File: config.mk
export PLATFORM = sky130hd
export DESIGN_NAME = cv32e40p_instr_bus_arbiter_flat
export DESIGN_NICKNAME = d
export VERILOG_FILES = /design/src/rtl/cv32e40p_instr_bus_arbiter_if.sv /design/src/rtl/cv32e40p_instr_bus_arbiter.sv /design/src/flat_wrapper.sv
export SDC_FILE = /design/constraint.sdc
export NUM_CORES = 1
export LEC_CHECK = 0
export BUFFER_PORTS_ARGS = -buffer_cell sky130_fd_sc_hd__buf_4
export CAP_MARGIN = 10
export CORE_MARGIN = 8
export CORE_UTILIZATION = 43
export CTS_CLUSTER_DIAMETER = 80
export DETAILED_ROUTE_END_ITERATION = 10
export GPL_TIMING_DRIVEN = 0
export PLACE_DENSITY = 0.83
export SLEW_MARGIN = 20
export SYNTH_ARGS = -nofsm -noshare
export SYNTH_HDL_FRONTEND = slang
export SYNTH_SLANG_ARGS = --single-unit
File: constraint.sdc
create_clock -name clk -period 2.25 [get_ports clk]
set_input_delay 0.225 -clock clk [delete_from_list [all_inputs] [get_ports clk]]
set_output_delay 0.225 -clock clk [all_outputs]
set_load 0.01 [all_outputs]
File: src/rtl/cv32e40p_instr_bus_arbiter_if.sv
// Bundle of requester-side, bus-side and status signals for the instruction bus arbiter.
// The arbiter connects through the slave modport. The environment that drives the
// requesters and models the memory connects through the master modport.
interface cv32e40p_instr_bus_arbiter_if;

  // Port 0: prefetch controller
  logic        m0_req_i;
  logic [31:0] m0_addr_i;
  logic        m0_gnt_o;
  logic        m0_rvalid_o;

  // Port 1: secondary fetch master
  logic        m1_req_i;
  logic [31:0] m1_addr_i;
  logic        m1_gnt_o;
  logic        m1_rvalid_o;

  // Response data shared by both ports
  logic [31:0] rdata_o;
  logic        err_o;

  // OBI instruction-memory port
  logic        instr_req_o;
  logic [31:0] instr_addr_o;
  logic        instr_gnt_i;
  logic        instr_rvalid_i;
  logic [31:0] instr_rdata_i;
  logic        instr_err_i;

  // Status
  logic        busy_o;
  logic        proto_err_o;

  modport slave (
    input  m0_req_i, m0_addr_i, m1_req_i, m1_addr_i,
    input  instr_gnt_i, instr_rvalid_i, instr_rdata_i, instr_err_i,
    output m0_gnt_o, m0_rvalid_o, m1_gnt_o, m1_rvalid_o,
    output rdata_o, err_o, instr_req_o, instr_addr_o,
    output busy_o, proto_err_o
  );

  modport master (
    output m0_req_i, m0_addr_i, m1_req_i, m1_addr_i,
    output instr_gnt_i, instr_rvalid_i, instr_rdata_i, instr_err_i,
    input  m0_gnt_o, m0_rvalid_o, m1_gnt_o, m1_rvalid_o,
    input  rdata_o, err_o, instr_req_o, instr_addr_o,
    input  busy_o, proto_err_o
  );

endinterface

File: src/rtl/cv32e40p_instr_bus_arbiter.sv
// Two-requester arbiter for the OBI instruction-memory port.
// Port 0 (prefetch) has fixed priority over port 1. Once a request is on the bus
// but not yet granted, it is held stable. Granted transactions are remembered
// in an ID FIFO so each in-order response is routed back to the port that issued it.
module cv32e40p_instr_bus_arbiter #(
  parameter int unsigned MAX_OUTSTANDING = 2,
  parameter int unsigned CNT_W           = $clog2(MAX_OUTSTANDING + 1)
) (
  input  logic                        clk,
  input  logic                        rst_n,
  cv32e40p_instr_bus_arbiter_if.slave bus
);

  localparam int unsigned      PTR_W    = (MAX_OUTSTANDING > 1) ? $clog2(MAX_OUTSTANDING) : 1;
  localparam logic [CNT_W-1:0] CNT_MAX  = CNT_W'(MAX_OUTSTANDING);
  localparam logic [PTR_W-1:0] PTR_LAST = PTR_W'(MAX_OUTSTANDING - 1);

  typedef enum logic {
    ARB  = 1'b0,
    HOLD = 1'b1
  } state_e;

  state_e           state_q;
  state_e           state_d;

  logic             sel_q;
  logic [29:0]      addr_q;
  logic [CNT_W-1:0] cnt_q;
  logic             id_fifo_q [MAX_OUTSTANDING];
  logic [PTR_W-1:0] wr_ptr_q;
  logic [PTR_W-1:0] rd_ptr_q;
  logic             proto_err_q;

  logic             req_any;
  logic             arb_sel;
  logic [29:0]      arb_addr;
  logic             gnt_sel;
  logic             bus_req;
  logic             handshake;
  logic             cnt_nonzero;
  logic             pop;
  logic             unexpected;
  logic             slot_free;
  logic             head_id;
  logic             unused_addr_lsbs;

  // Pointer advance that wraps at the FIFO depth, including non-power-of-two depths.
  function automatic logic [PTR_W-1:0] ptr_inc(input logic [PTR_W-1:0] p);
    return (p == PTR_LAST) ? '0 : p + 1'b1;
  endfunction

  // The byte-offset bits of the requester addresses are deliberately dropped.
  assign unused_addr_lsbs = ^{bus.m0_addr_i[1:0], bus.m1_addr_i[1:0]};

  // Bookkeeping for outstanding responses.
  // A response arriving while the counter is full frees a slot in the same cycle.
  assign cnt_nonzero = (cnt_q != '0);
  assign pop         = bus.instr_rvalid_i & cnt_nonzero;
  assign unexpected  = bus.instr_rvalid_i & ~cnt_nonzero;
  assign slot_free   = (cnt_q < CNT_MAX) | pop;
  assign head_id     = id_fifo_q[rd_ptr_q];

  // Fixed-priority pick between the two requesters; port 0 wins ties.
  always_comb begin
    req_any  = bus.m0_req_i | bus.m1_req_i;
    arb_sel  = ~bus.m0_req_i;
    arb_addr = bus.m0_req_i ? bus.m0_addr_i[31:2] : bus.m1_addr_i[31:2];
  end

  // State register for the ARB/HOLD controller.
  always_ff @(posedge clk or negedge rst_n) begin
    if (!rst_n) state_q <= ARB;
    else        state_q <= state_d;
  end

  // Go to HOLD when a bus request is left ungranted; return to ARB once it is granted.
  always_comb begin
    state_d = state_q;
    case (state_q)
      ARB:     if (bus_req && !bus.instr_gnt_i) state_d = HOLD;
      HOLD:    if (bus.instr_gnt_i)             state_d = ARB;
      default: state_d = ARB;
    endcase
  end

  // Bus request, address, grants and response routing. In HOLD the latched request wins.
  always_comb begin
    gnt_sel          = arb_sel;
    bus_req          = req_any & slot_free;
    bus.instr_addr_o = req_any ? {arb_addr, 2'b00} : 32'h0;
    if (state_q == HOLD) begin
      gnt_sel          = sel_q;
      bus_req          = 1'b1;
      bus.instr_addr_o = {addr_q, 2'b00};
    end
    handshake        = bus_req & bus.instr_gnt_i;
    bus.instr_req_o  = bus_req;
    bus.m0_gnt_o     = handshake & ~gnt_sel;
    bus.m1_gnt_o     = handshake &  gnt_sel;
    bus.m0_rvalid_o  = pop & ~head_id;
    bus.m1_rvalid_o  = pop &  head_id;
    bus.rdata_o      = bus.instr_rdata_i;
    bus.err_o        = bus.instr_err_i;
    bus.busy_o       = cnt_nonzero | bus_req;
    bus.proto_err_o  = proto_err_q;
  end

  // Capture the winning port and address when its request is left waiting for a grant.
  always_ff @(posedge clk or negedge rst_n) begin
    if (!rst_n) begin
      sel_q  <= 1'b0;
      addr_q <= '0;
    end else if (state_q == ARB && state_d == HOLD) begin
      sel_q  <= arb_sel;
      addr_q <= arb_addr;
    end
  end

  // ID FIFO storage. Entries are only read after being written, so they need no reset.
  always_ff @(posedge clk) begin
    if (handshake) id_fifo_q[wr_ptr_q] <= gnt_sel;
  end

  // FIFO pointers and outstanding count. Push and pop advance independently.
  always_ff @(posedge clk or negedge rst_n) begin
    if (!rst_n) begin
      wr_ptr_q <= '0;
      rd_ptr_q <= '0;
      cnt_q    <= '0;
    end else begin
      if (handshake) wr_ptr_q <= ptr_inc(wr_ptr_q);
      if (pop)       rd_ptr_q <= ptr_inc(rd_ptr_q);
      case ({handshake, pop})
        2'b10:   cnt_q <= cnt_q + 1'b1;
        2'b01:   cnt_q <= cnt_q - 1'b1;
        default: cnt_q <= cnt_q;
      endcase
    end
  end

  // Sticky flag for a response that arrives with nothing outstanding; only reset clears it.
  always_ff @(posedge clk or negedge rst_n) begin
    if (!rst_n)          proto_err_q <= 1'b0;
    else if (unexpected) proto_err_q <= 1'b1;
  end

endmodule

File: src/flat_wrapper.sv
// flat-port wrapper written by rule: the top's interface ports become plain ports
module cv32e40p_instr_bus_arbiter_flat 
#(
  parameter int unsigned MAX_OUTSTANDING = 2,
  parameter int unsigned CNT_W           = $clog2(MAX_OUTSTANDING + 1)
)
  (clk, rst_n, bus_m0_req_i, bus_m0_addr_i, bus_m1_req_i, bus_m1_addr_i, bus_instr_gnt_i, bus_instr_rvalid_i, bus_instr_rdata_i, bus_instr_err_i, bus_m0_gnt_o, bus_m0_rvalid_o, bus_m1_gnt_o, bus_m1_rvalid_o, bus_rdata_o, bus_err_o, bus_instr_req_o, bus_instr_addr_o, bus_busy_o, bus_proto_err_o);
  cv32e40p_instr_bus_arbiter_if bus_i ();
  input  logic clk;
  input  logic rst_n;
  input wire logic [$bits(bus_i.m0_req_i)-1:0] bus_m0_req_i;
  input wire logic [$bits(bus_i.m0_addr_i)-1:0] bus_m0_addr_i;
  input wire logic [$bits(bus_i.m1_req_i)-1:0] bus_m1_req_i;
  input wire logic [$bits(bus_i.m1_addr_i)-1:0] bus_m1_addr_i;
  input wire logic [$bits(bus_i.instr_gnt_i)-1:0] bus_instr_gnt_i;
  input wire logic [$bits(bus_i.instr_rvalid_i)-1:0] bus_instr_rvalid_i;
  input wire logic [$bits(bus_i.instr_rdata_i)-1:0] bus_instr_rdata_i;
  input wire logic [$bits(bus_i.instr_err_i)-1:0] bus_instr_err_i;
  output wire logic [$bits(bus_i.m0_gnt_o)-1:0] bus_m0_gnt_o;
  output wire logic [$bits(bus_i.m0_rvalid_o)-1:0] bus_m0_rvalid_o;
  output wire logic [$bits(bus_i.m1_gnt_o)-1:0] bus_m1_gnt_o;
  output wire logic [$bits(bus_i.m1_rvalid_o)-1:0] bus_m1_rvalid_o;
  output wire logic [$bits(bus_i.rdata_o)-1:0] bus_rdata_o;
  output wire logic [$bits(bus_i.err_o)-1:0] bus_err_o;
  output wire logic [$bits(bus_i.instr_req_o)-1:0] bus_instr_req_o;
  output wire logic [$bits(bus_i.instr_addr_o)-1:0] bus_instr_addr_o;
  output wire logic [$bits(bus_i.busy_o)-1:0] bus_busy_o;
  output wire logic [$bits(bus_i.proto_err_o)-1:0] bus_proto_err_o;
  assign bus_i.m0_req_i = bus_m0_req_i;
  assign bus_i.m0_addr_i = bus_m0_addr_i;
  assign bus_i.m1_req_i = bus_m1_req_i;
  assign bus_i.m1_addr_i = bus_m1_addr_i;
  assign bus_i.instr_gnt_i = bus_instr_gnt_i;
  assign bus_i.instr_rvalid_i = bus_instr_rvalid_i;
  assign bus_i.instr_rdata_i = bus_instr_rdata_i;
  assign bus_i.instr_err_i = bus_instr_err_i;
  assign bus_m0_gnt_o = bus_i.m0_gnt_o;
  assign bus_m0_rvalid_o = bus_i.m0_rvalid_o;
  assign bus_m1_gnt_o = bus_i.m1_gnt_o;
  assign bus_m1_rvalid_o = bus_i.m1_rvalid_o;
  assign bus_rdata_o = bus_i.rdata_o;
  assign bus_err_o = bus_i.err_o;
  assign bus_instr_req_o = bus_i.instr_req_o;
  assign bus_instr_addr_o = bus_i.instr_addr_o;
  assign bus_busy_o = bus_i.busy_o;
  assign bus_proto_err_o = bus_i.proto_err_o;
  cv32e40p_instr_bus_arbiter #(.MAX_OUTSTANDING(MAX_OUTSTANDING), .CNT_W(CNT_W)) u_core (.clk(clk), .rst_n(rst_n), .bus(bus_i));
endmodule
# == Word level (Yosys, flattened, before mapping) ==
# Memories as Yosys holds them, arrays and structs flattened.
# Cells that the tools add are included.
# totals
word_cells,49
memories,1
in_bits,103
output_inout_bits,72
register_bits,37
ramBits,2
# memory_table
memory,depth,width,rd,rd_ports_with_merged_regs,wr,line_no,text
u_core.id_fifo_q,2,1,1,0,1,cv32e40p_instr_bus_arbiter.sv:29,logic id_fifo_q [MAX_OUTSTANDING];
# op_classes
order_cmp,1
n_bitwise,16
mux,13
add_sub_neg,4
n_reduce_logical,5
n_eq_ne,2
# ops
operator,n
32-bit two-way mux,2
30-bit two-way mux,1
1-bit AND,8
1-bit two-way mux,8
1-bit inverter,5
2-bit case mux with 2 select lines,1
2-bit nonzero test,2
1-bit bitwise OR,3
1-bit adder (second input constant),2
2-bit by 1-bit adder with 2-bit output (second input constant),1
2-bit by 1-bit == test with 1-bit output (second input constant),1
2-bit == test (second input constant),1
1-bit logical AND,2
2-bit < comparator (second input constant),1
1-bit case mux with 2 select lines,1
2-bit by 1-bit subtractor with 2-bit output (second input constant),1
1-bit logical NOT,1

# == Logic depth before layout (Yosys ltp) ==
# Gate-level depths: netlist of run 1.
# depth
word_depth,9
ltp_mapped,9
ltp_nobuf,7

# == Worst setup path before layout of run 1 ==
# No wires, ideal clock.
# synth_path
path_type,register to register
start,register u_core.cnt_q[1]
end,register u_core.cnt_q[1]
t_arrival_ns,1.579
path_slack_ns,0.592
t_required_ns,2.171
period_less_slack_ns,1.658
stages_incl_launch_ff,8
n_path_buf,1
setup_ns,0.079
path_cell_list,dfrtp_1 > nor2b_1 > o21ba_2 > buf_2 > nand2b_1 > ha_1 > nor2_1 > xor2_1
# synth_between
elab_chain_cells,8
word_cells_on_any_way,13
classes_between,2 x add/sub; 1 x order compare; 2 x eq/ne; 2 x mux; 4 x bitwise; 2 x reduce/logical
# synth_lines
element,line_no,text
"start, declared",cv32e40p_instr_bus_arbiter.sv:28,logic [CNT_W-1:0] cnt_q;
"start signal, assigned",cv32e40p_instr_bus_arbiter.sv:134,2'b10: cnt_q <= cnt_q + 1'b1;
"start signal, assigned",cv32e40p_instr_bus_arbiter.sv:135,2'b01: cnt_q <= cnt_q - 1'b1;
"start signal, assigned",cv32e40p_instr_bus_arbiter.sv:136,default: cnt_q <= cnt_q;
2-bit nonzero test,cv32e40p_instr_bus_arbiter.sv:57,assign cnt_nonzero = (cnt_q != '0);
1-bit AND,cv32e40p_instr_bus_arbiter.sv:58,assign pop = bus.instr_rvalid_i & cnt_nonzero;
1-bit bitwise OR,cv32e40p_instr_bus_arbiter.sv:60,assign slot_free = (cnt_q < CNT_MAX) | pop;
1-bit AND,cv32e40p_instr_bus_arbiter.sv:89,bus_req = req_any & slot_free;
1-bit two-way mux,cv32e40p_instr_bus_arbiter.sv:91,if (state_q == HOLD) begin
1-bit AND,cv32e40p_instr_bus_arbiter.sv:96,handshake = bus_req & bus.instr_gnt_i;
2-bit by 1-bit == test with 1-bit output or 2-bit == test (tied branches),cv32e40p_instr_bus_arbiter.sv:133,"case ({handshake, pop})"
2-bit case mux with 2 select lines or 2-bit nonzero test (tied branches),--,
# Several ways; a longest one is shown, not always the timed one.
# A chain may end at the register's enable or synchronous reset.

# == Worst setup path after layout of run 1 ==
# layout_path
start,register u_core.cnt_q[1]
end,output port bus_m1_gnt_o
# layout_between
elab_chain_cells,7
word_cells_on_any_way,8
classes_between,1 x order compare; 1 x mux; 5 x bitwise; 1 x reduce/logical
# layout_lines
element,line_no,text
2-bit nonzero test,cv32e40p_instr_bus_arbiter.sv:57,
1-bit AND,cv32e40p_instr_bus_arbiter.sv:58,
1-bit bitwise OR *,cv32e40p_instr_bus_arbiter.sv:60,
1-bit AND *,cv32e40p_instr_bus_arbiter.sv:89,
1-bit two-way mux *,cv32e40p_instr_bus_arbiter.sv:91,
1-bit AND *,cv32e40p_instr_bus_arbiter.sv:96,
1-bit AND *,cv32e40p_instr_bus_arbiter.sv:99,bus.m1_gnt_o = handshake & gnt_sel;
"end, declared",flat_wrapper.sv:21,output wire logic [$bits(bus_i.m1_gnt_o)-1:0] bus_m1_gnt_o;
# Mark *: on every way between the ends. The rest lies on a longest branch, timed or not.

==> results of run 1 <==
-- cells in the final DEF (no fill, tap or decap), drive strengths merged, types with 2 or more instances in the layout --
cell type,n
dfrtp,37
nand2,32
clkbuf,15
nor2,6
conb,2
buf,182
o21ai,33
nand2b,3
mux2,60
and3b,2
edfxtp,2
mux2i,2
a22oi,30
inv,3
xnor2,3
nor2b,4
-- how the worst max path moves through the flow --
stage                               start             endpoint  slack [ns]  cells past startpoint
after floorplan           u_core.cnt_q[1]      u_core.cnt_q[1]        0.59                      7
after global placement       bus_m0_req_i  bus_instr_addr_o[2]        0.45                      6
after detailed placement  u_core.cnt_q[1]      u_core.cnt_q[1]        0.47                      7
after CTS                 u_core.cnt_q[1]         bus_m1_gnt_o        0.33                      5
after global routing       u_core.state_q  bus_instr_addr_o[2]        0.20                      5
final                     u_core.cnt_q[1]         bus_m1_gnt_o        0.34                      5
-- stage by stage --
stage	power, mW	cells	cell area [um^2]	hold WS, ns
floorplan	1.95	282	2780	-0.0706
global placement	2.48	493	3880	0.216
detailed placement	2.54	493	3880	0.215
CTS	2.99	502	3970	0.162
global route	3.17	502	3970	0.157
finish	2.95	502	3970	0.164
-- critical path: cells and delay by family, from the launching register on --
family | cells | cell delay, ns
and+or+nand+nor | 2 | 0.53
DFF | 1 | 0.39
AOI/OAI and AO/OA | 1 | 0.17
buffers and inverters | 2 | 0.31
-- report_power, final --
part	leakage, nW	total, mW	internal [mW]	switching, mW
registers	0.450	1.17	1.00	0.165
logic	1.38	1.35	0.762	0.586
clock network	0.0422	0.439	0.217	0.222
total	1.87	2.95	1.98	0.972
-- registers in the layout, summed over array words and instances, names as in the netlist --
register,flops
u_core.id_fifo_q,2
u_core.addr_q,30
u_core.cnt_q,2
u_core.sel_q,1
u_core.wr_ptr_q,1
u_core.rd_ptr_q,1
u_core.state_q,1
u_core.bus.proto_err_o,1
-- area by class of cell --
class	count	area, um^2	share of cell area [%]
multi-input cells	184	1400	35.3
repair buffers	135	1020	25.6
flip-flops and latches	39	986	24.8
plain buffers	56	379	9.55
well taps	77	96.3	2.43
clock buffers	7	76.3	1.92
inverters	3	11.3	0.284
clock inverters	1	5.00	0.126
-- cell families after synthesis --
| kind of cell | after synthesis | synth area share [%] |
|---|---|---|
| flops | 39 | 35.5 |
| xor+xnor | 4 | 1.26 |
| buf+inv | 59 | 14.1 |
| mux | 62 | 25.1 |
| simple gates | 49 | 8.48 |
| fa+ha+maj | 1 | 0.451 |
| compound gates | 66 | 15.0 |
| other cells | 1 | 0.135 |
-- timing repair --
action                                 4_1_cts  5_1_grt
hold buffers                                 1        0
buffers inserted                             0        0
endpoints found under the hold margin       37        0
-- metal layers --
layer | track usage, % | vias up | wire length, um
met4 | 4.79 | 0 | 131
met5 | 0 | - | 0
li1 | - | 1245 | -
met1 | 19.3 | 1246 | 3160
met2 | 31.0 | 114 | 4360
met3 | 6.01 | 9 | 1030
==> metrics.md, run 1 <==
| Metric | Value |
|---|---|
| CTS tree | `built` |
| Largest area contributor in the netlist | `dfrtp_1` |
| Fillers | `519` |
| Clock tree buffer depth | `2` |
| Area Overhead vs Synth | `43.2%` |
| Worst Path Required | `2.03 ns` |
| Rows | `29` |
| Drc violations | `0` |
| Cell Area, Synth | `2770 um^2` |
| Relative slew slack | `65.2%` |
| Die width | `96.3 um` |
| Clk_skew | `0.00489 ns` |
| Peak VDD IR | `0.404 mV` |
| Worst hold endpoint | `u_core.bus.proto_err_o` |
| Ports | `175` |
| Cell Chain, Critical Path | `nor2b_1, o21ba_2, buf_2, and3b_1, buf_4` |
| Critical Path AT | `1.68 ns` |
| Critical path's slowest cell | `dfrtp_1` |
| Max-slew violations | `0` |
| Post-Route WL | `8680 um` |
| HPWL Detailed | `6990 um` |
| PortBufs | `134` |
| Maximum fanout along the worst path | `9` |
| Vias in the first global route | `2643` |
| Die Span Y | `96.3 um` |
| Clock sink count | `39` |
| Max frequency | `525 MHz` |
| Type of the worst setup path | `flip-flop to output port` |
| Max stage delay on crit path | `0.39 ns` |
| Min Tclk post-route | `1.91 ns` |
| Syn Area/Cell | `9.87 um^2` |
| Warnings from Yosys | `0` |
| Detailed Route Iter0 Violations | `80` |
| Most numerous cell in the Yosys netlist | `mux2_2` |
| Share of cells above drive strength 1 | `59.1%` |
| Post-synthesis sequential area ratio | `35.5%` |
| Core area | `6280 um^2` |
| Fin Setup TNS | `0 ns` |
| Die area | `9280 um^2` |
| Skew-Pair Late Insertion Delay | `0.28 ns` |
| H-tree depth | `2` |
| DR WL/cell | `17.3 um` |
| Pin count of the biggest net entering global routing | `38` |
| Post_cts resized | `0` |
| Synth Register Bits | `39` |
| Tightest Pin Transition | `0.522 ns` |
| Status | `complete, no violations` |
| Crit. End Element | `output port` |
| CTS Root Cell | `clkbuf_8` |
| Leak Pwr | `1.87 nW` |
| Most frequently used flop master after synthesis | `dfrtp_1` |
| Core Util, Final | `63.3%` |
| R2R Path End | `u_core.cnt_q[1]` |
| Vias | `2614` |
| R2r setup slk | `0.45 ns` |
| Post-synth top area share | `33.4%` |
| Asr flop ratio synth | `94.9%` |
| HP Start | `bus_instr_rvalid_i` |
| GRT overflow | `0` |
| Pre-Repair DR Iteration Count | `4` |
| Hold Path Class | `primary input to flip-flop` |
| Post-synth cell types | `26` |
| RSZ-0062 raised after global routing | `false` |
| Final Hold Viols | `0` |
| Cell count after synthesis | `281` |
| R2r worst-path depth | `7` |
| Number of synthesized flops with an enable pin | `2` |
| Synth area leaders | `dfrtp_1, mux2_2, buf_4` |
| DR vias/cell | `5.21` |
| Antenna viol nets, final | `0` |
| PwrDens | `743 nW/um^2` |
| Pre-CTS WS | `0.465 ns` |
| Final Setup Violations | `0` |
| Final Cycle Share | `84.7%` |
| Synth cell count leaders | `mux2_2, dfrtp_1, buf_4` |
| Initial Util | `44.2%` |
| Hold path depth | `2` |
| TritonCTS Buffers | `5` |
| GRT Total Usage | `17.5%` |
| Clock-pin slew on the worst setup and hold paths | `0.07 ns` |
| Ant diodes | `0` |
| Fin worst setup slack | `0.344 ns` |
| Nets | `528` |
| Reg2Reg Launch Point | `u_core.cnt_q[1]` |
| Initial antenna violation count | `0` |
| Global-route wire length before repair | `12800 um` |
| Nature of the critical path startpoint | `flip-flop` |
| GPL Wtd Cong | `0.703` |
| Max-cap violation count | `0` |
(Power assumes the default switching activity.)
==> run 2, diff against run 1 <==
--- a/config.mk
+++ b/config.mk
@@ -5,6 +5,7 @@
 export SDC_FILE = /design/constraint.sdc
 export NUM_CORES = 1
 export LEC_CHECK = 0
+export ABC_AREA = 1
 export BUFFER_PORTS_ARGS = -buffer_cell sky130_fd_sc_hd__buf_4
 export CAP_MARGIN = 10
 export CORE_MARGIN = 8
==> constraint.sdc (replaced) <==
create_clock -name clk -period 2 [get_ports clk]
set_input_delay 0.2 -clock clk [delete_from_list [all_inputs] [get_ports clk]]
set_output_delay 0.2 -clock clk [all_outputs]
set_load 0.01 [all_outputs]
==> run 2 against run 1 <==
  * Synthesized cell count is 50% higher
  * Global-route usage increased by 0.99 points
  * Clock skew is 0.0044 ns higher
  * Highest routed layer unchanged
==> metrics.md, run 2 <==
| Metric | Value |
|---|---|
| Internal power | `2.03 mW (+2.3%)` |
| Synth Register Bits | `39 (unchanged)` |
| Status | `complete, no violations` |
| Postcts setup bufs | `0 (unchanged)` |
| Post_cts resized | `0 (unchanged)` |
| Die width | `95.8 um (-0.58%)` |
| Worst Path Required | `1.80 ns (-0.23 ns)` |
| Vias | `3092 (+18%)` |
| Warnings from Yosys | `0 (unchanged)` |
| CTS Root Cell | `clkbuf_8` |
| Clock sink count | `39 (unchanged)` |
| Post-Route WL | `8800 um (+1.4%)` |
| Initial antenna violation count | `0 (unchanged)` |
| Commonest non-fill, non-tap cell in the layout | `nand2_1` |
| Most frequent cells in the layout | `nand2_1, buf_4, dfrtp_1, nand4_1, inv_1` |
| Max frequency | `572 MHz` |
| Initial Util | `43.8% (-0.36 points)` |
| Switch share | `38.0% (+5.1 points)` |
| Rows | `29 (unchanged)` |
| Global-route wire length before repair | `13700 um (+6.8%)` |
| Comb pwr share | `46.2% (+0.5 points)` |
| HPWL Detailed | `6910 um (-1.1%)` |
| Pre-CTS WS | `0.307 ns (-0.158 ns)` |
| Vias in the first global route | `2974 (+13%)` |
| Core area | `6240 um^2 (-0.58%)` |
| Clock tree buffer depth | `2 (unchanged)` |
| Maximum fanout along the worst path | `5 (-4)` |
| Ports | `175 (unchanged)` |
| Fillers | `582 (+12%)` |
| Critical Path AT | `1.55 ns (-0.13 ns)` |
| Drc violations | `0 (unchanged)` |
| Largest register FFs | `30 (unchanged)` |
| Die area | `9170 um^2 (-1.2%)` |
| Most frequently used flop master after synthesis | `dfrtp_1` |
| Leak Pwr | `2.36 nW (+26%)` |
| Largest area contributor in the netlist | `nand2_1` |
| Final Hold Viols | `0 (unchanged)` |
| Final Cycle Share | `87.5%` |
| CTS tree | `built` |
| PortBufs | `134 (unchanged)` |
| Fin Setup TNS | `0 ns (unchanged)` |
| Cell Chain, Critical Path | `o21ai_0, inv_1, and2_1, buf_4` |
| PwrDens | `830 nW/um^2 (+12%)` |
| Post-synth cell types | `25 (-3.8%)` |
| Antenna viol nets, final | `0 (unchanged)` |
| Relative slew slack | `65.4% (+0.19 points)` |
| Crit. End Element | `output port` |
| Crit path max-delay family | `flip-flops` |
| Max-slew violations | `0 (unchanged)` |
| Syn Area/Cell | `6.50 um^2 (-34%)` |
| Hold Path Class | `primary input to flip-flop` |
| Clk_skew | `0.00927 ns (+0.00438 ns)` |
| DR vias/cell | `4.82 (-7.5%)` |
| Cell Area, Synth | `2740 um^2 (-1.4%)` |
| CTS hold repair buffers | `1 (unchanged)` |
| Share of cells above drive strength 1 | `35.2% (-24 points)` |
| Nature of the critical path startpoint | `flip-flop` |
| Max stage delay on crit path | `0.43 ns (+0.04 ns)` |
| Fin worst setup slack | `0.250 ns (-0.0936 ns)` |
| Number of synthesized flops with an enable pin | `2 (unchanged)` |
| Pin count of the biggest net entering global routing | `38 (unchanged)` |
| Hold_ws | `0.0949 ns (-0.0693 ns)` |
| Largest Register | `u_core.addr_q` |
| Crit path buf inv count | `2 (unchanged)` |
| Die Span Y | `95.8 um (-0.58%)` |
| GPL Wtd Cong | `0.799 (+14%)` |
| Flop pwr share | `38.3% (-1.2 points)` |
| Synth area leaders | `nand2_1, dfrtp_1, buf_4` |
| Cell count after synthesis | `421 (+50%)` |
| Final Setup Violations | `0 (unchanged)` |
| TritonCTS Buffers | `5 (unchanged)` |
| Tightest Pin Transition | `0.519 ns (-0.00289 ns)` |
| Max-cap violation count | `0 (unchanged)` |
| Peak VDD IR | `0.435 mV (+7.6%)` |
| Core Util, Final | `63.1% (-0.21 points)` |
| DR WL/cell | `13.7 um (-21%)` |
| Synth cell count leaders | `nand2_1, buf_4, dfrtp_1` |
| GRT Total Usage | `18.4% (+0.99 points)` |
| Most numerous cell in the Yosys netlist | `nand2_1` |
| Clock-pin slew on the worst setup and hold paths | `0.08 ns (about the same)` |
| Critical path's slowest cell | `dfrtp_1` |
| Clock power share | `15.5% (+0.6 points)` |
| Nets | `668 (+27%)` |
| GRT overflow | `0 (unchanged)` |
| Type of the worst setup path | `flip-flop to output port` |
| Post-synthesis sequential area ratio | `36.0% (+0.50 points)` |
| Skew-Pair Late Insertion Delay | `0.29 ns (about the same)` |
| Detailed Route Iter0 Violations | `154 (+93%)` |
| Area Overhead vs Synth | `43.9%` |
| Asr flop ratio synth | `94.9% (unchanged)` |
| Post-synth top area share | `34.4% (+1.1 points)` |
| Switch Pwr | `1.24 mW (+28%)` |
| Min Tclk post-route | `1.75 ns` |
| H-tree depth | `2 (unchanged)` |
| RSZ-0062 raised after global routing | `false` |
| Top flop regs | `u_core.addr_q x30, u_core.cnt_q x2, u_core.id_fifo_q x2` |
| Ant diodes | `0 (unchanged)` |
| Pre-Repair DR Iteration Count | `4 (unchanged)` |
run 2: cell count changes after synthesis, sizes merged, moves of 2 or more:
cell / previous run / this run
nor2: 6 / 10
xnor2: 3 / 1
nand2: 32 / 253
nand2b: 3 / 0
o21ai: 33 / 3
a22oi: 30 / 0
mux2: 60 / 0
inv: 3 / 14
buf: 48 / 51
mux2i: 2 / 0
nand4: 0 / 32
nor2b: 4 / 0
and3b: 2 / 0
run 2: power groups by stage:
stage / registers [mW] / clock network (mW) / logic, mW
floorplan: 1.22 / 0 / 0.907
global placement: 1.25 / 0 / 1.48
detailed placement: 1.26 / 0 / 1.52
CTS: 1.25 / 0.524 / 1.53
global route: 1.28 / 0.546 / 1.69
finish: 1.25 / 0.506 / 1.51
run 2: area by class of cell:
type | count | area, um^2 | area share [%]
multi-input cells | 309 | 1290 | 32.9
inverters | 14 | 52.6 | 1.34
flip-flops and latches | 39 | 986 | 25.1
plain buffers | 60 | 405 | 10.3
repair buffers | 135 | 1020 | 25.8
clock buffers | 5 | 68.8 | 1.75
clock inverters | 3 | 15.0 | 0.382
well taps | 77 | 96.3 | 2.45
run 2: worst paths after layout:
kind | start | endpoint | slack (ns) | cells after the start
setup / recovery | u_core.cnt_q[0] | bus_m0_rvalid_o | 0.25 | 4
hold / removal | bus_instr_gnt_i | u_core.state_q | 0.09 | 2
setup reg to reg | u_core.cnt_q[0] | u_core.cnt_q[1] | 0.28 | 5
hold reg to reg | u_core.bus.proto_err_o | u_core.bus.proto_err_o | 0.46 | 1
max in group asynchronous | rst_n | u_core.addr_q[29] | 1.24 | 2
min in group asynchronous | rst_n | u_core.addr_q[1] | 0.41 | 2
run 2: metrics by stage:
step	instances	instance area [um^2]	total power [mW]
final	642	3940	3.27
after floorplan	422	2740	2.13
after CTS	642	3940	3.30
after detailed placement	633	3840	2.78
after global routing	642	3940	3.52
after global placement	633	3840	2.73
run 2: cells by family (layout without fill, tap and decap cells):
| group | after synthesis | in the layout | synth area share (%) |
|---|---|---|---|
| simple gates | 299 | 299 | 44.8 |
| buf+inv | 74 | 217 | 16.7 |
| flops | 39 | 39 | 36.0 |
| compound gates | 4 | 4 | 0.823 |
| xor+xnor | 3 | 3 | 0.961 |
| fa+ha+maj | 1 | 1 | 0.457 |
| other cells | 1 | 2 | 0.137 |
run 2: worst reg2reg max path, stage by stage (launching register included):
cell and delay (ns):
dfrtp_1 0.43, o21ai_0 0.39, inv_1 0.13, ha_1 0.34, nand3b_1 0.17, xor2_1 0.15
run 2: metal layers:
layer	GRT usage, %	wire (um)
met5	0	0
met4	3.20	74
met3	5.93	1010
met2	33.9	4390
met1	20.5	3320
==> run 3, diff against run 2 <==
--- a/config.mk
+++ b/config.mk
@@ -5,10 +5,9 @@
 export SDC_FILE = /design/constraint.sdc
 export NUM_CORES = 1
 export LEC_CHECK = 0
-export ABC_AREA = 1
+export ABC_AREA = 0
 export BUFFER_PORTS_ARGS = -buffer_cell sky130_fd_sc_hd__buf_4
 export CAP_MARGIN = 10
-export CORE_MARGIN = 8
 export CORE_UTILIZATION = 43
 export CTS_CLUSTER_DIAMETER = 80
 export DETAILED_ROUTE_END_ITERATION = 10
==> run 3 against run 2 <==
  * Clock skew down 0.0061 ns
  * Global-route usage up 4.4 points
  * Via count down 16%
  * Non-clock buffer count down 4
  * Fmax down 5.2%
  * Wire length down 13%
  * Total power up 4.4%
  * Setup slack worse by 0.096 ns
  * Sequential power up 5%
  * Critical endpoint is now bus_instr_addr_o[11]
  * Count of clock-buffer cells in the layout up 3
==> metrics.md, run 3 (synthesized netlist as in run 1, its figures left out) <==
| Metric | Value |
|---|---|
| Core Util, Final | `65.9% (+2.9 points)` |
| Share of cells above drive strength 1 | `60.5% (+25 points)` |
| PortBufs | `134 (unchanged)` |
| Initial Util | `45.8% (+1.9 points)` |
| Antenna viol nets, final | `0 (unchanged)` |
| Initial antenna violation count | `0 (unchanged)` |
| GRT Total Usage | `22.9% (+4.4 points)` |
| Final Setup Violations | `0 (unchanged)` |
| GRT overflow | `0 (unchanged)` |
| Die area | `6780 um^2 (-26%)` |
| R2r worst-path depth | `7 (+2)` |
| Clock power share | `17.2% (+1.7 points)` |
| Fillers | `522 (-10%)` |
| CTS tree | `built` |
| Detailed Route Iter0 Violations | `112 (-27%)` |
| Hold path depth | `2 (unchanged)` |
| Peak VDD IR | `0.691 mV (+59%)` |
| Type of the worst setup path | `primary input to output port` |
| Largest register FFs | `30 (unchanged)` |
| Die Span Y | `82.3 um (-14%)` |
| Area post-placement | `3880 um^2 (+0.94%)` |
| Max frequency | `542 MHz (-5.2%)` |
| Worst Path Required | `1.80 ns (about the same)` |
| Ports | `175 (unchanged)` |
| Top flop regs | `u_core.addr_q x30, u_core.cnt_q x2, u_core.id_fifo_q x2` |
| Commonest non-fill, non-tap cell in the layout | `buf_4` |
| PwrDens | `853 nW/um^2 (+2.8%)` |
| Postcts setup bufs | `0 (unchanged)` |
| Max-slew violations | `0 (unchanged)` |
| Comb pwr share | `44.5% (-1.7 points)` |
| GPL Wtd Cong | `0.760 (-4.8%)` |
| Flop pwr share | `38.3% (about the same)` |
| Post-Route WL | `7630 um (-13%)` |
| Core area | `6060 um^2 (-2.9%)` |
| DR vias/cell | `5.22 (+8.4%)` |
| Clock tree buffer depth | `2 (unchanged)` |
| Clock sink count | `39 (unchanged)` |
| Min Tclk post-route | `1.85 ns (+0.0963 ns)` |
| Leak Pwr | `1.90 nW (-20%)` |
| Maximum fanout along the worst path | `10 (+5)` |
| Most frequent cells in the layout | `buf_4, mux2_2, dfrtp_1, o21ai_0, nand2_1` |
| Hold_ws | `0.132 ns (+0.0375 ns)` |
| Internal power | `2.30 mW (+14%)` |
| Final Hold Viols | `0 (unchanged)` |
| Skew-Pair Late Insertion Delay | `0.29 ns (about the same)` |
| Vias | `2610 (-16%)` |
| DR WL/cell | `15.3 um (+11%)` |
| Rows | `28 (-3.4%)` |
| Max-cap violation count | `0 (unchanged)` |
| Fin Setup TNS | `0 ns (unchanged)` |
| Area Overhead vs Synth | `44.0%` |
| Switch share | `32.4% (-5.5 points)` |
| Drc violations | `0 (unchanged)` |
| Vias in the first global route | `2486 (-16%)` |
| Relative slew slack | `65.1% (-0.30 points)` |
| Nature of the critical path startpoint | `primary input` |
| Hold Path Class | `primary input to flip-flop` |
| Global-route wire length before repair | `11700 um (-15%)` |
| Largest Register | `u_core.addr_q` |
| Ant diodes | `0 (unchanged)` |
| Final Instance Area | `4000 um^2 (+1.5%)` |
| HPWL Detailed | `5790 um (-16%)` |
| Pre-Repair DR Iteration Count | `4 (unchanged)` |
| CTS Root Cell | `clkbuf_8` |
| Clk_skew | `0.00313 ns (-0.00614 ns)` |
| Nets | `528 (-21%)` |
| Switch Pwr | `1.11 mW (-11%)` |
| Pin count of the biggest net entering global routing | `38 (unchanged)` |
| TritonCTS Buffers | `5 (unchanged)` |
| Crit. End Element | `output port` |
| Die width | `82.3 um (-14%)` |
| Critical Path AT | `1.65 ns (+0.10 ns)` |
| RSZ-0062 raised after global routing | `false` |
| Status | `complete, no violations` |
| Final Cycle Share | `92.3% (+4.8 points)` |
| Tightest Pin Transition | `0.518 ns (-0.00100 ns)` |
| Clock-pin slew on the worst setup and hold paths | `0.07 ns (about the same)` |
| H-tree depth | `2 (unchanged)` |
[run 3: final timing paths]
check,slack [ns],startpoint,to
worst min register to register,0.47,u_core.bus.proto_err_o,u_core.bus.proto_err_o
worst min-delay path,0.13,bus_instr_gnt_i,u_core.state_q
worst max register to register,0.18,u_core.cnt_q[1],u_core.cnt_q[1]
max in group asynchronous,1.26,rst_n,u_core.addr_q[19]
min in group asynchronous,0.39,rst_n,u_core.addr_q[23]
worst max-delay path,0.15,bus_m0_req_i,bus_instr_addr_o[11]
[run 3: through the flow]
step                worst slack, ns  std cells  total power [mW]
detailed placement            0.155        491              2.84
finish                        0.154        500              3.41
global placement              0.255        491              2.78
floorplan                     0.342        282              2.19
CTS                          0.0548        500              3.44
global route                 0.0204        500              3.65
[run 3: cell type report]
| cell class | count | area [um^2] | share of cell area, % |
|---|---|---|---|
| multi-input cells | 184 | 1400 | 35.1 |
| repair buffers | 135 | 1020 | 25.4 |
| flip-flops and latches | 39 | 986 | 24.7 |
| plain buffers | 56 | 384 | 9.61 |
| clock buffers | 8 | 100 | 2.51 |
| well taps | 75 | 93.8 | 2.35 |
| inverters | 3 | 11.3 | 0.282 |
[run 3: routing by layer]
metal	part of all wire (%)	GRT usage, %	vias up	wire length (um)
li1	-	-	1246	-
met1	37	25.6	1253	2830
met2	52	40.7	98	4000
met3	8.5	5.05	13	647
met4	2.0	11.4	0	152
met5	0	0	-	0
[run 3: timing repair]
| action | in CTS | in global routing |
|---|---|---|
| hold buffers | 1 | 0 |
| hold endpoints to repair | 37 | 0 |
| gates resized for setup | 0 | 9 |
| setup endpoints to repair | 0 | 8 |
[run 3: worst max-delay path, stage by stage]
cell and delay (ns):
buf_4 0.16, nor2b_1 0.23, clkbuf_1 0.44, a22oi_1 0.12, o21ai_0 0.30, buf_4 0.19
[run 3: power groups by stage]
stage / Combinational (mW) / Sequential (mW) / Clock, mW
floorplan: 0.921 / 1.27 / 0
global placement: 1.48 / 1.30 / 0
detailed placement: 1.52 / 1.32 / 0
CTS: 1.53 / 1.30 / 0.605
global route: 1.67 / 1.35 / 0.629
finish: 1.52 / 1.31 / 0.586
